--- config.mk ---
export PLATFORM = sky130hd
export DESIGN_NAME = seven_segment_scanner_flat
export DESIGN_NICKNAME = d
export VERILOG_FILES = /design/src/rtl/seven_segment_scanner_if.sv /design/src/rtl/seven_segment_scanner.sv /design/src/flat_wrapper.sv
export SDC_FILE = /design/constraint.sdc
export NUM_CORES = 1
export LEC_CHECK = 0
export BUFFER_PORTS_ARGS = -buffer_cell sky130_fd_sc_hd__buf_2
export CORE_ASPECT_RATIO = 0.8
export CORE_MARGIN = 8
export CORE_UTILIZATION = 35
export DETAILED_ROUTE_END_ITERATION = 12
export RECOVER_POWER = 25
export SYNTH_ARGS = -nofsm -noshare
export SYNTH_HDL_FRONTEND = slang
export SYNTH_SLANG_ARGS = --single-unit
--- constraint.sdc ---
create_clock -name clock_pos -period 2.39 [get_ports clock_pos]
set_input_delay 0.3585 -clock clock_pos [delete_from_list [all_inputs] [get_ports clock_pos]]
set_output_delay 0.3585 -clock clock_pos [all_outputs]
set_load 0.03 [all_outputs]
--- src/rtl/seven_segment_scanner_if.sv ---
// Scanner-side bundle: enable and digit vector in, multiplexed digit drive out.
// The master modport belongs to whoever supplies the digits; the slave modport belongs to the scanner.
interface seven_segment_scanner_if #(
  parameter int DIGITS = 4
);
  logic                  enable;
  logic [4*DIGITS-1:0]   vector_in;
  logic [3:0]            vector_out;
  logic [DIGITS-1:0]     digit_select_neg;
  logic                  digit_blank;
  logic                  frame_done;

  modport master (
    output enable, vector_in,
    input  vector_out, digit_select_neg, digit_blank, frame_done
  );

  modport slave (
    input  enable, vector_in,
    output vector_out, digit_select_neg, digit_blank, frame_done
  );
endinterface

--- src/rtl/seven_segment_scanner.sv ---
// Time-multiplexes a frame-snapshotted digit vector onto active-low digit selects, blanking the start of each slot.
// Outputs are decoded from registers only (one-edge latency from enable); there is no backpressure, and the scan free-runs while enabled.
module seven_segment_scanner #(
  parameter int DIGITS             = 4,
  parameter int DIVIDER            = 50000,
  parameter int GAP                = 500,
  parameter bit LEADING_ZERO_BLANK = 1'b1
) (
  input  logic                  clock_pos,
  input  logic                  reset_neg,
  seven_segment_scanner_if.slave bus
);
  localparam int CNT_W = (DIVIDER > 1) ? $clog2(DIVIDER) : 1;
  localparam int IDX_W = (DIGITS > 1) ? $clog2(DIGITS) : 1;
  localparam logic [CNT_W-1:0] CNT_LAST = CNT_W'(DIVIDER - 1);
  localparam logic [IDX_W-1:0] IDX_LAST = IDX_W'(DIGITS - 1);

  typedef enum logic [1:0] {IDLE, BLANK, DRIVE} state_t;

  state_t              state, state_nxt;
  logic [CNT_W-1:0]    count, count_nxt;
  logic [IDX_W-1:0]    index, index_nxt;
  logic [4*DIGITS-1:0] snapshot, snapshot_nxt;
  logic [DIGITS-1:0]   upper_nz;
  logic [DIGITS-1:0]   suppressed;
  logic                acc_nz;

  always_ff @(posedge clock_pos or negedge reset_neg) begin
    if (!reset_neg) begin
      state    <= IDLE;
      count    <= '0;
      index    <= '0;
      snapshot <= '0;
    end else begin
      state    <= state_nxt;
      count    <= count_nxt;
      index    <= index_nxt;
      snapshot <= snapshot_nxt;
    end
  end

  always_comb begin
    state_nxt    = state;
    count_nxt    = count;
    index_nxt    = index;
    snapshot_nxt = snapshot;
    if (state == IDLE) begin
      if (bus.enable) begin
        state_nxt    = BLANK;
        count_nxt    = '0;
        index_nxt    = '0;
        snapshot_nxt = bus.vector_in;
      end
    end else if (!bus.enable) begin
      state_nxt = IDLE;
      count_nxt = '0;
      index_nxt = '0;
    end else begin
      if (count == CNT_LAST) begin
        count_nxt = '0;
        if (index == IDX_LAST) begin
          index_nxt    = '0;
          // Only the frame boundary samples new digits, so a frame never tears.
          snapshot_nxt = bus.vector_in;
        end else begin
          index_nxt = index + 1'b1;
        end
      end else begin
        count_nxt = count + 1'b1;
      end
      state_nxt = (count_nxt < CNT_W'(GAP)) ? BLANK : DRIVE;
    end
  end

  // upper_nz[i]: any of nibbles i..DIGITS-1 is non-zero.
  always_comb begin
    acc_nz     = 1'b0;
    upper_nz   = '0;
    suppressed = '0;
    for (int i = DIGITS - 1; i >= 0; i--) begin
      acc_nz        = acc_nz | (|snapshot[4*i +: 4]);
      upper_nz[i]   = acc_nz;
      suppressed[i] = LEADING_ZERO_BLANK && (i != 0) && !acc_nz;
    end
  end

  always_comb begin
    bus.vector_out       = 4'h0;
    bus.digit_select_neg = '1;
    for (int i = 0; i < DIGITS; i++) begin
      if (state != IDLE && index == IDX_W'(i))
        bus.vector_out = snapshot[4*i +: 4];
      if (state == DRIVE && index == IDX_W'(i) && !suppressed[i])
        bus.digit_select_neg[i] = 1'b0;
    end
    bus.digit_blank = &bus.digit_select_neg;
    bus.frame_done  = (state != IDLE) && (count == CNT_LAST) && (index == IDX_LAST);
  end

endmodule

--- src/flat_wrapper.sv ---
// flat-port wrapper written by rule: the top's interface ports become plain ports
module seven_segment_scanner_flat 
#(
  parameter int DIGITS             = 4,
  parameter int DIVIDER            = 50000,
  parameter int GAP                = 500,
  parameter bit LEADING_ZERO_BLANK = 1'b1
)
  (clock_pos, reset_neg, bus_enable, bus_vector_in, bus_vector_out, bus_digit_select_neg, bus_digit_blank, bus_frame_done);
  seven_segment_scanner_if #(.DIGITS(DIGITS)) bus_i ();
  input  logic clock_pos;
  input  logic reset_neg;
  input wire logic [$bits(bus_i.enable)-1:0] bus_enable;
  input wire logic [$bits(bus_i.vector_in)-1:0] bus_vector_in;
  output wire logic [$bits(bus_i.vector_out)-1:0] bus_vector_out;
  output wire logic [$bits(bus_i.digit_select_neg)-1:0] bus_digit_select_neg;
  output wire logic [$bits(bus_i.digit_blank)-1:0] bus_digit_blank;
  output wire logic [$bits(bus_i.frame_done)-1:0] bus_frame_done;
  assign bus_i.enable = bus_enable;
  assign bus_i.vector_in = bus_vector_in;
  assign bus_vector_out = bus_i.vector_out;
  assign bus_digit_select_neg = bus_i.digit_select_neg;
  assign bus_digit_blank = bus_i.digit_blank;
  assign bus_frame_done = bus_i.frame_done;
  seven_segment_scanner #(.DIGITS(DIGITS), .DIVIDER(DIVIDER), .GAP(GAP), .LEADING_ZERO_BLANK(LEADING_ZERO_BLANK)) u_core (.clock_pos(clock_pos), .reset_neg(reset_neg), .bus(bus_i));
endmodule
### After elaboration in Yosys (flattened, before gate mapping)

Cells that the tools add are included.

* logic and storage cells: 68
* bits in registers: 36

* add/subtract/negate cells: 2
* bitwise operators: 2
* eq/ne operators: 7
* magnitude comparators: 1
* mux-type cells: 28
* reductions and logical operators: 24

Operator list (number)
* $mux W16: 11
* $mux W2: 9
* $add A16 B1 Y16 const B: 1
* $eq A16 B16 Y1 const B: 1
* $lt A16 B9 Y1 const B: 1
* $mux W4: 4
* $logic_and A1 B1 Y1: 13
* $reduce_or A4 Y1: 3
* $eq A2 B2 Y1 const B: 3
* $reduce_bool A2 Y1: 3
* $logic_not A2 Y1: 2
* $mux W1: 4
* $reduce_and A4 Y1: 1
* $ne A3 B1 Y1 const B: 1
* $reduce_and A3 Y1: 1
* $add A2 B1 Y2 const B: 1
* $eq A2 B1 Y1 const B: 1
* $ne A2 B2 Y1 const B: 1
* $or A1 B1 Y1: 2
* $reduce_and A2 Y1: 1

### Logic depth before layout (Yosys ltp)

Gate-level depths: netlist of the first run.

* depth after elaboration: 8
* mapped depth: 8
* depth with buffers taken out: 7

### Least setup slack after synthesis of the first run

OpenSTA, ideal clock, no wires.

* path kind: register -> register
* start: register u_core.count[11]
* end: register u_core.snapshot[0]
* cell stages (with the launch flop): 8
* setup time: 0.125 ns
* data arrival time: 2.198 ns
* path slack: 0.067 ns
* path through: dfrtp_1 -> or4b_4 -> nor4_4 -> a21oi_2 -> nor2b_2 -> buf_6 -> buf_12 -> mux2_4

* word-level cells in the longest chain between the ends: 3

RTL lines
* start: declaration: RTL line seven_segment_scanner.sv:21 `logic [CNT_W-1:0] count, count_nxt;`
* start signal: assignment: RTL line seven_segment_scanner.sv:36 `count <= count_nxt;`
* $eq A16 B16 Y1: RTL line seven_segment_scanner.sv:59 `if (count == CNT_LAST) begin`
* $reduce_bool A2 Y1 (no source line)
* $reduce_and A3 Y1 (no source line)
* end signal: assignment: RTL line seven_segment_scanner.sv:38 `snapshot <= snapshot_nxt;`
* end: declaration: RTL line seven_segment_scanner.sv:23 `logic [4*DIGITS-1:0] snapshot, snapshot_nxt;`

No other way between the ends.
A chain may end at the register's enable or synchronous reset.

### Worst setup path after layout of the first run

* start: register u_core.index[0]
* end: output bus_vector_out[0]

* word-level cells in the longest chain between the ends: 6

RTL lines
* start: declaration: RTL line seven_segment_scanner.sv:22 `logic [IDX_W-1:0] index, index_nxt;`
* start signal: assignment: RTL line seven_segment_scanner.sv:37 `index <= index_nxt;`
* $logic_not A2 Y1: RTL line seven_segment_scanner.sv:91 `if (state != IDLE && index == IDX_W'(i))`
* $logic_and A1 B1 Y1: RTL line seven_segment_scanner.sv:91
* $mux W4 (3 in a row): RTL line seven_segment_scanner.sv:91
* $mux W4 (*): RTL line seven_segment_scanner.sv:91
* end: declaration: RTL line flat_wrapper.sv:15 `output wire logic [$bits(bus_i.vector_out)-1:0] bus_vector_out;`

Mark *: on every way between the ends. The rest lies on a longest branch, timed or not.

==> impl_summary.log, run 1 <==
INFO  metric synthDistinctLibCells = 49
INFO  metric firstDrtPassIters = 4
INFO  metric cts.reportedPaths.clkPinSlew = 0.08 ns
INFO  metric totalNegativeSetupSlack = 0 ns
INFO  metric setup-violations-final = 0
INFO  metric yosysSeqAreaShare = 39.7%
INFO  metric cp.arrival = approximately 2 ns
INFO  metric route.detailed.wl_per_inst = 15.9 um
INFO  metric cts.hold.buffers_added = 0
INFO  metric critical-path-top-delay-family = compound AO/OA/AOI/OAI gates
INFO  metric final_hold_violating_endpoints = 0
INFO  metric routabilityCongestion = 0.853
INFO  metric tightest_slew = between 1.5 and 2 ns
INFO  metric timing.clock.skew = 0.00716 ns
INFO  metric worstPathRequired = 2.03 ns
INFO  metric routed_wirelength = around 6000 um
INFO  metric globalRoute.totalOverflow = 0
INFO  metric vias = 1979
INFO  metric leakage = 1.15 nW
INFO  metric insertedDiodeCount = 0
INFO  metric floorplan.rows = 26
INFO  metric max-cap-violations = 1
INFO  metric grt_max_degree = 37
INFO  metric avgViaCountPerCell = 5.39
INFO  metric cp_slowest_cell = sky130_fd_sc_hd__dfrtp_2
INFO  metric clock_tree_root = sky130_fd_sc_hd__clkbuf_8
INFO  metric maxClockFrequency = 431 MHz
INFO  metric drt_iter0_markers = 99
INFO  metric violations = capacitance limit, slew limit
INFO  metric antenna_left = 0
INFO  metric synth.cell_area = about 2300 um2
INFO  metric synthesis.area_per_instance = 9.34 um2
INFO  metric path_cells = inv_1 > ha_2 > nor2b_4 > a221oi_1 > nor3_1 > a21oi_1 > nor2_1 > buf_2
INFO  metric post-route-drc-count = 0
INFO  metric tritoncts_buffer_count = 5
INFO  metric cells_taking_the_most_area_after_synthesis = sky130_fd_sc_hd__dfrtp_1, sky130_fd_sc_hd__mux2_4, sky130_fd_sc_hd__o21ai_0
INFO  metric timing.final.crit_share = 97.1%
INFO  metric cts.htree.levels = 2
INFO  metric layout_commonest_cell = sky130_fd_sc_hd__dfrtp_1
INFO  metric clkSinkCount = 36
INFO  metric fraction_of_layout_instances_using_a_drive_strength_above_1 = 29.3%
INFO  metric final.fill_count = around 610
INFO  metric synth.ff_latch_count = 36
INFO  metric timing.final.crit_period = 2.32 ns
INFO  metric grt_use_total = 12.7%
INFO  metric path_class = reg2out
INFO  metric crit_path_max_fanout = 5
INFO  metric postLayoutCellArea = approximately 2700 um2
INFO  metric grt_antenna_before_repair = 0
INFO  metric core_region_area = approximately 6300 um2
INFO  metric wire_length_of_the_first_global_routing_pass = 9580 um
INFO  metric max_stage_delay = 0.43 ns
INFO  metric critical_path.startpoint_type = flip-flop
INFO  metric most_frequently_used_flop_master_after_synthesis = sky130_fd_sc_hd__dfrtp_1
INFO  metric synth.largest_area_cell = sky130_fd_sc_hd__dfrtp_1
INFO  metric design.die.area = 9330 um2
INFO  metric end_kind = output pin
INFO  metric netlist_instances = 243
INFO  metric final-seq-area = roughly 900 um2
INFO  metric mostFrequentLayoutCells = sky130_fd_sc_hd__dfrtp_1, sky130_fd_sc_hd__buf_2, sky130_fd_sc_hd__o21ai_0
INFO  metric worstHoldPathType = in2reg
INFO  metric synth_top_area_share = a little under 40%
INFO  metric cellPowerDensity = 494 nW/um2
INFO  metric clk_latency = roughly 0.3 ns
INFO  metric io_buffer_count = 28
INFO  metric design.final.nets = approximately 300
INFO  metric worst_ir_drop_vdd = 0.000177 V
INFO  metric die_height = 88.0 um
INFO  metric hpwl = between 4000 and 5000 um
INFO  metric clk_path_buf_depth = 2
INFO  metric synth-async-reset-ratio = 100%
INFO  metric synthesis.nets = ~270
INFO  metric synth-warning-count = 0
INFO  metric placed_area = around 2600 um2
INFO  metric number_of_placed_i_o_pins = 29
INFO  metric tritoncts = built
INFO  metric timing.final.ws_setup = approximately 0.070 ns
INFO  metric area_used_by_multi_input_combinational_logic = 1300 um2
INFO  metric initial_utilization = 35.8%
INFO  metric timing_max_transition_violations_final = 37
INFO  metric area_growth = 19.7%
INFO  metric edff_count_synth = 0
INFO  metric outcome = finished with violations
INFO  metric rel_slew_slack = -31.8%
INFO  metric grt_pass1_vias = 1859
INFO  metric dp_slack = 0.138 ns
INFO  metric die-width = 106 um
INFO  metric cp_num_buf_inv = 2
metal layers:
metal | track usage, % | share of wire [%]
met1 | 18.1 | 50
met2 | 17.4 | 44
met3 | 3.75 | 4.8
met4 | 4.97 | 1.5
met5 | 0 | 0
logic make-up after synthesis:
| group | synth area share (%) |
|---|---|
| simple gates | 24.2 |
| compound gates | 15.0 |
| flops | 39.7 |
| buf+inv | 4.96 |
| mux | 12.2 |
| fa+ha+maj | 2.76 |
| xor+xnor | 1.16 |
stage by stage:
step	instances	hold WS (ns)	util (%)	power, mW
2_1_floorplan	243	0.0629	-	0.825
3_3_place_gp	358	0.501	40.7	0.898
6_report	367	0.285	42.8	1.34
3_5_place_dp	358	0.500	40.7	0.903
4_1_cts	366	0.185	42.1	1.36
5_1_grt	367	0.283	42.8	1.41
where the power goes:
part           leakage (nW)  internal (mW)  switching (mW)  total, mW
clock network        0.0479          0.203           0.240      0.443
registers             0.462          0.654          0.0418      0.696
logic                 0.637          0.104          0.0970      0.201
flip-flops by register name, indices dropped and copies added, names as in the netlist:
name and cells:
u_core.snapshot 16, u_core.count 16, u_core.index 2, u_core.state 2
cells in the mapped netlist, drive strengths merged, types with 2 or more instances:
master,number
mux2,16
and4b,2
nor2b,7
o22ai,4
a22o,2
o21ai,20
nand3,9
o311a,2
ha,5
nor3,17
inv,8
nor2,18
nand2,18
a221oi,3
a31oi,3
mux2i,6
and2,2
xnor2,2
nor4,5
buf,5
nand4,7
a21o,3
a21oi,12
nand3b,3
dfrtp,36
nand4b,2
or3,2
clkbuf,10
worst paths after layout:
path	from	endpoint	slack [ns]	cells past startpoint
max	u_core.index[0]	bus_vector_out[0]	0.07	8
min	bus_vector_in[7]	u_core.snapshot[7]	0.29	2
max reg2reg	u_core.count[11]	u_core.snapshot[4]	0.14	6
min in group asynchronous	reset_neg	u_core.count[0]	0.61	1
max in group asynchronous	reset_neg	u_core.index[0]	0.51	1
min reg2reg	u_core.snapshot[2]	u_core.snapshot[2]	0.52	1
timing repair:
action,CTS,global route
endpoints found under the setup margin,1,5
resized for setup,1,9
pin swaps,0,1
buffers inserted,0,1
final cells by class:
type / instances / share of cell area (%)
clock buffer: 5 / 2.53
clock inverter: 3 / 0.691
inverter: 8 / 1.11
multi-input combinational: 184 / 47.8
sequential: 36 / 33.2
tap: 84 / 3.87
timing repair buffer: 47 / 10.8
(Power assumes the default switching activity.)
==> run 2, diff against run 1 <==
--- a/config.mk
+++ b/config.mk
@@ -10,7 +10,7 @@
 export CORE_MARGIN = 8
 export CORE_UTILIZATION = 35
 export DETAILED_ROUTE_END_ITERATION = 12
-export RECOVER_POWER = 25
+export RECOVER_POWER = 100
 export SYNTH_ARGS = -nofsm -noshare
 export SYNTH_HDL_FRONTEND = slang
 export SYNTH_SLANG_ARGS = --single-unit
==> constraint.sdc (replaced) <==
create_clock -name clock_pos -period 2.8 [get_ports clock_pos]
set_input_delay 0.42 -clock clock_pos [delete_from_list [all_inputs] [get_ports clock_pos]]
set_output_delay 0.42 -clock clock_pos [all_outputs]
set_load 0.03 [all_outputs]
==> run 2 against run 1 <==
  * The run still ends with capacitance limit, slew limit left
  * Largest cell class unchanged
  * Via count is 3.3% lower
  * First-iteration DRC count is 34% higher
  * Cell area is 6.5% lower
  * Register-to-register slack better by 0.24 ns
  * Non-clock buffer count is 11 lower
  * Power is 11% lower
  * Clock skew is 0.00093 ns higher
  * Clock-buffer cell count is 1 higher
  * Setup slack better by 0.20 ns
  * Highest routed layer unchanged
==> impl_summary.log, run 2 (synthesized netlist as in run 1, its figures left out) <==
INFO  metric timing.rr.end = u_core.count[7]
INFO  metric timing_max_transition_violations_final = 37 (unchanged)
INFO  metric worst_ir_drop_vdd = 0.000175 V (-1.1%)
INFO  metric cts.reportedPaths.clkPinSlew = 0.08 ns (about the same)
INFO  metric end_kind = output pin
INFO  metric cts_post_setup_buffers_inserted = 0 (unchanged)
INFO  metric setup-violations-final = 0 (unchanged)
INFO  metric pwr-share-seq = 49.9% (-2.0 points)
INFO  metric clkSinkCount = 36 (unchanged)
INFO  metric cp.arrival = 2.11 ns (+0.15 ns)
INFO  metric rsz0062_at_grt = no
INFO  metric violations = capacitance limit, slew limit
INFO  metric clk_latency = 0.29 ns (about the same)
INFO  metric area_used_by_multi_input_combinational_logic = 1220 um2 (-6.1%)
INFO  metric dp_slack = 0.419 ns (+0.280 ns)
INFO  metric cts.htree.levels = 2 (unchanged)
INFO  metric vias = 1914 (-3.3%)
INFO  metric die_height = 88.0 um (unchanged)
INFO  metric r2r.worst_path.cells = 6 (unchanged)
INFO  metric mostFrequentLayoutCells = sky130_fd_sc_hd__dfrtp_1, sky130_fd_sc_hd__o21ai_0, sky130_fd_sc_hd__nor2_1, sky130_fd_sc_hd__nand2_1, sky130_fd_sc_hd__buf_2
INFO  metric initial_utilization = 35.8% (unchanged)
INFO  metric final_hold_violating_endpoints = 0 (unchanged)
INFO  metric wire_length_of_the_first_global_routing_pass = 9330 um (-2.6%)
INFO  metric final-seq-area = 901 um2 (-0.14%)
INFO  metric p_sw_share = 25.4% (-2.9 points)
INFO  metric max-cap-violations = 1 (unchanged)
INFO  metric maxClockFrequency = 395 MHz
INFO  metric tritoncts = built
INFO  metric grt_pass1_vias = 1794 (-3.5%)
INFO  metric area_growth = 11.9%
INFO  metric timing.final.crit_share = 90.3%
INFO  metric worstPathRequired = 2.38 ns (+0.35 ns)
INFO  metric timing.final.crit_period = 2.53 ns
INFO  metric die-width = 106 um (unchanged)
INFO  metric tritoncts_buffer_count = 5 (unchanged)
INFO  metric holdCritStartpoint = bus_vector_in[10]
INFO  metric cts-resized-gates = 0 (-1)
INFO  metric clk_path_buf_depth = 2 (unchanged)
INFO  metric drt_iter0_markers = 133 (+34%)
INFO  metric rel_slew_slack = -34.9% (-3.0 points)
INFO  metric post-route-drc-count = 0 (unchanged)
INFO  metric critical_path.startpoint_type = flip-flop
INFO  metric cts.hold.buffers_added = 0 (unchanged)
INFO  metric grt_antenna_before_repair = 0 (unchanged)
INFO  metric outcome = finished with violations
INFO  metric timing.clock.skew = 0.00809 ns (+0.000928 ns)
INFO  metric r2r-start = u_core.count[11]
INFO  metric power = 1.19 mW (-11%)
INFO  metric grt_max_degree = 37 (unchanged)
INFO  metric firstDrtPassIters = 4 (unchanged)
INFO  metric grt_use_total = 12.4% (-0.32 points)
INFO  metric switchingPower = 0.301 mW (-21%)
INFO  metric totalNegativeSetupSlack = 0 ns (unchanged)
INFO  metric final.fill_count = 648 (+5.5%)
INFO  metric design.final.nets = 295 (-3.6%)
INFO  metric hold_path_end = u_core.snapshot[10]
INFO  metric fraction_of_layout_instances_using_a_drive_strength_above_1 = 15.4% (-14 points)
INFO  metric reg_top3 = u_core.count x16, u_core.snapshot x16
INFO  metric routabilityCongestion = 0.805 (-5.7%)
INFO  metric internal_power = 0.886 mW (-7.9%)
INFO  metric insertedDiodeCount = 0 (unchanged)
INFO  metric leakage = 1.01 nW (-12%)
INFO  metric timing.hold.worst_path_depth = 2 (unchanged)
INFO  metric io_buffer_count = 28 (unchanged)
INFO  metric number_of_placed_i_o_pins = 29 (unchanged)
INFO  metric core_region_area = 6340 um2 (unchanged)
INFO  metric route.detailed.wl_per_inst = 15.6 um (-2.2%)
INFO  metric path_class = reg2out
INFO  metric design.die.area = 9330 um2 (unchanged)
INFO  metric clock_tree_root = sky130_fd_sc_hd__clkbuf_8
INFO  metric timing.final.ws_setup = 0.271 ns (+0.201 ns)
INFO  metric routed_wirelength = 5540 um (-5.1%)
INFO  metric worstHoldPathType = in2reg
INFO  metric combinationalPowerShare = 11.8% (-3.2 points)
INFO  metric tightest_slew = 2.02 ns (+0.0457 ns)
INFO  metric share_clk_of_total_power = 38.3% (+5.2 points)
INFO  metric hpwl = 4000 um (-4.0%)
INFO  metric r2r_slack = 0.38 ns (+0.24 ns)
INFO  metric cellPowerDensity = 467 nW/um2 (-5.3%)
INFO  metric avgViaCountPerCell = 5.38 (-0.30%)
INFO  metric floorplan.rows = 26 (unchanged)
INFO  metric crit_path_max_fanout = 10 (+5)
INFO  metric globalRoute.totalOverflow = 0 (unchanged)
INFO  metric layout_commonest_cell = sky130_fd_sc_hd__dfrtp_1
INFO  metric antenna_left = 0 (unchanged)
## run 2: changes by cell type in the layout (fill, tap and decap cells not counted), moves of 2 or more
cell | before | now
sky130_fd_sc_hd__ha_1 | 3 | 5
sky130_fd_sc_hd__a221oi_2 | 2 | 0
sky130_fd_sc_hd__buf_4 | 18 | 5
sky130_fd_sc_hd__a221oi_1 | 1 | 3
sky130_fd_sc_hd__mux2_4 | 10 | 1
sky130_fd_sc_hd__mux2_1 | 0 | 9
sky130_fd_sc_hd__buf_2 | 27 | 18
sky130_fd_sc_hd__clkbuf_1 | 1 | 13
## run 2: worst max-delay path by stage
stage / startpoint / endpoint / cells after the start
global route: u_core.count[0] / bus_frame_done / 6
detailed placement: u_core.count[11] / u_core.snapshot[2] / 6
finish: u_core.count[0] / bus_frame_done / 6
global placement: u_core.count[11] / u_core.snapshot[1] / 6
floorplan: u_core.count[11] / u_core.snapshot[0] / 7
CTS: u_core.index[0] / bus_vector_out[3] / 8
## run 2: layout make-up
| type | instances | share of cell area (%) |
|---|---|---|
| Clock buffer | 6 | 2.86 |
| Clock inverter | 2 | 1.38 |
| Inverter | 8 | 1.18 |
| Multi-Input combinational cell | 184 | 48.0 |
| Sequential cell | 36 | 35.5 |
| Tap cell | 84 | 4.14 |
| Timing Repair Buffer | 36 | 7.00 |
## run 2: power groups by stage
stage          logic (mW)  registers, mW  clock network (mW)
3_3_place_gp        0.157          0.602                   0
5_1_grt             0.156          0.598               0.493
3_5_place_dp        0.161          0.603                   0
2_1_floorplan       0.114          0.590                   0
4_1_cts             0.161          0.593               0.468
6_report            0.140          0.592               0.455
## run 2: critical path, stage by stage (launching register included)
cell and delay (ns):
sky130_fd_sc_hd__dfrtp_1 0.46, sky130_fd_sc_hd__ha_1 0.20, sky130_fd_sc_hd__clkbuf_1 0.35, sky130_fd_sc_hd__nand2_1 0.16, sky130_fd_sc_hd__nor3_1 0.20, sky130_fd_sc_hd__and4b_1 0.24
sky130_fd_sc_hd__clkbuf_2 0.21
## run 2: through the flow
stage / cell area [um2] / hold slack, ns / utilization [%] / instances
after floorplan: 2270 / 0.124 / - / 243
after global placement: 2490 / 0.502 / 39.3 / 348
after detailed placement: 2490 / 0.511 / 39.3 / 348
after CTS: 2600 / 0.259 / 41.0 / 356
after global routing: 2540 / 0.335 / 40.0 / 356
final: 2540 / 0.338 / 40.0 / 356
## run 2: routing by layer
metal	track usage [%]	vias to the layer above	share of wire (%)	routed length (um)
met5	0	-	0	0
met3	3.01	4	4.7	262
met2	17.9	45	43	2400
li1	-	951	-	-
met4	3.82	0	1.1	61
met1	17.7	914	51	2820
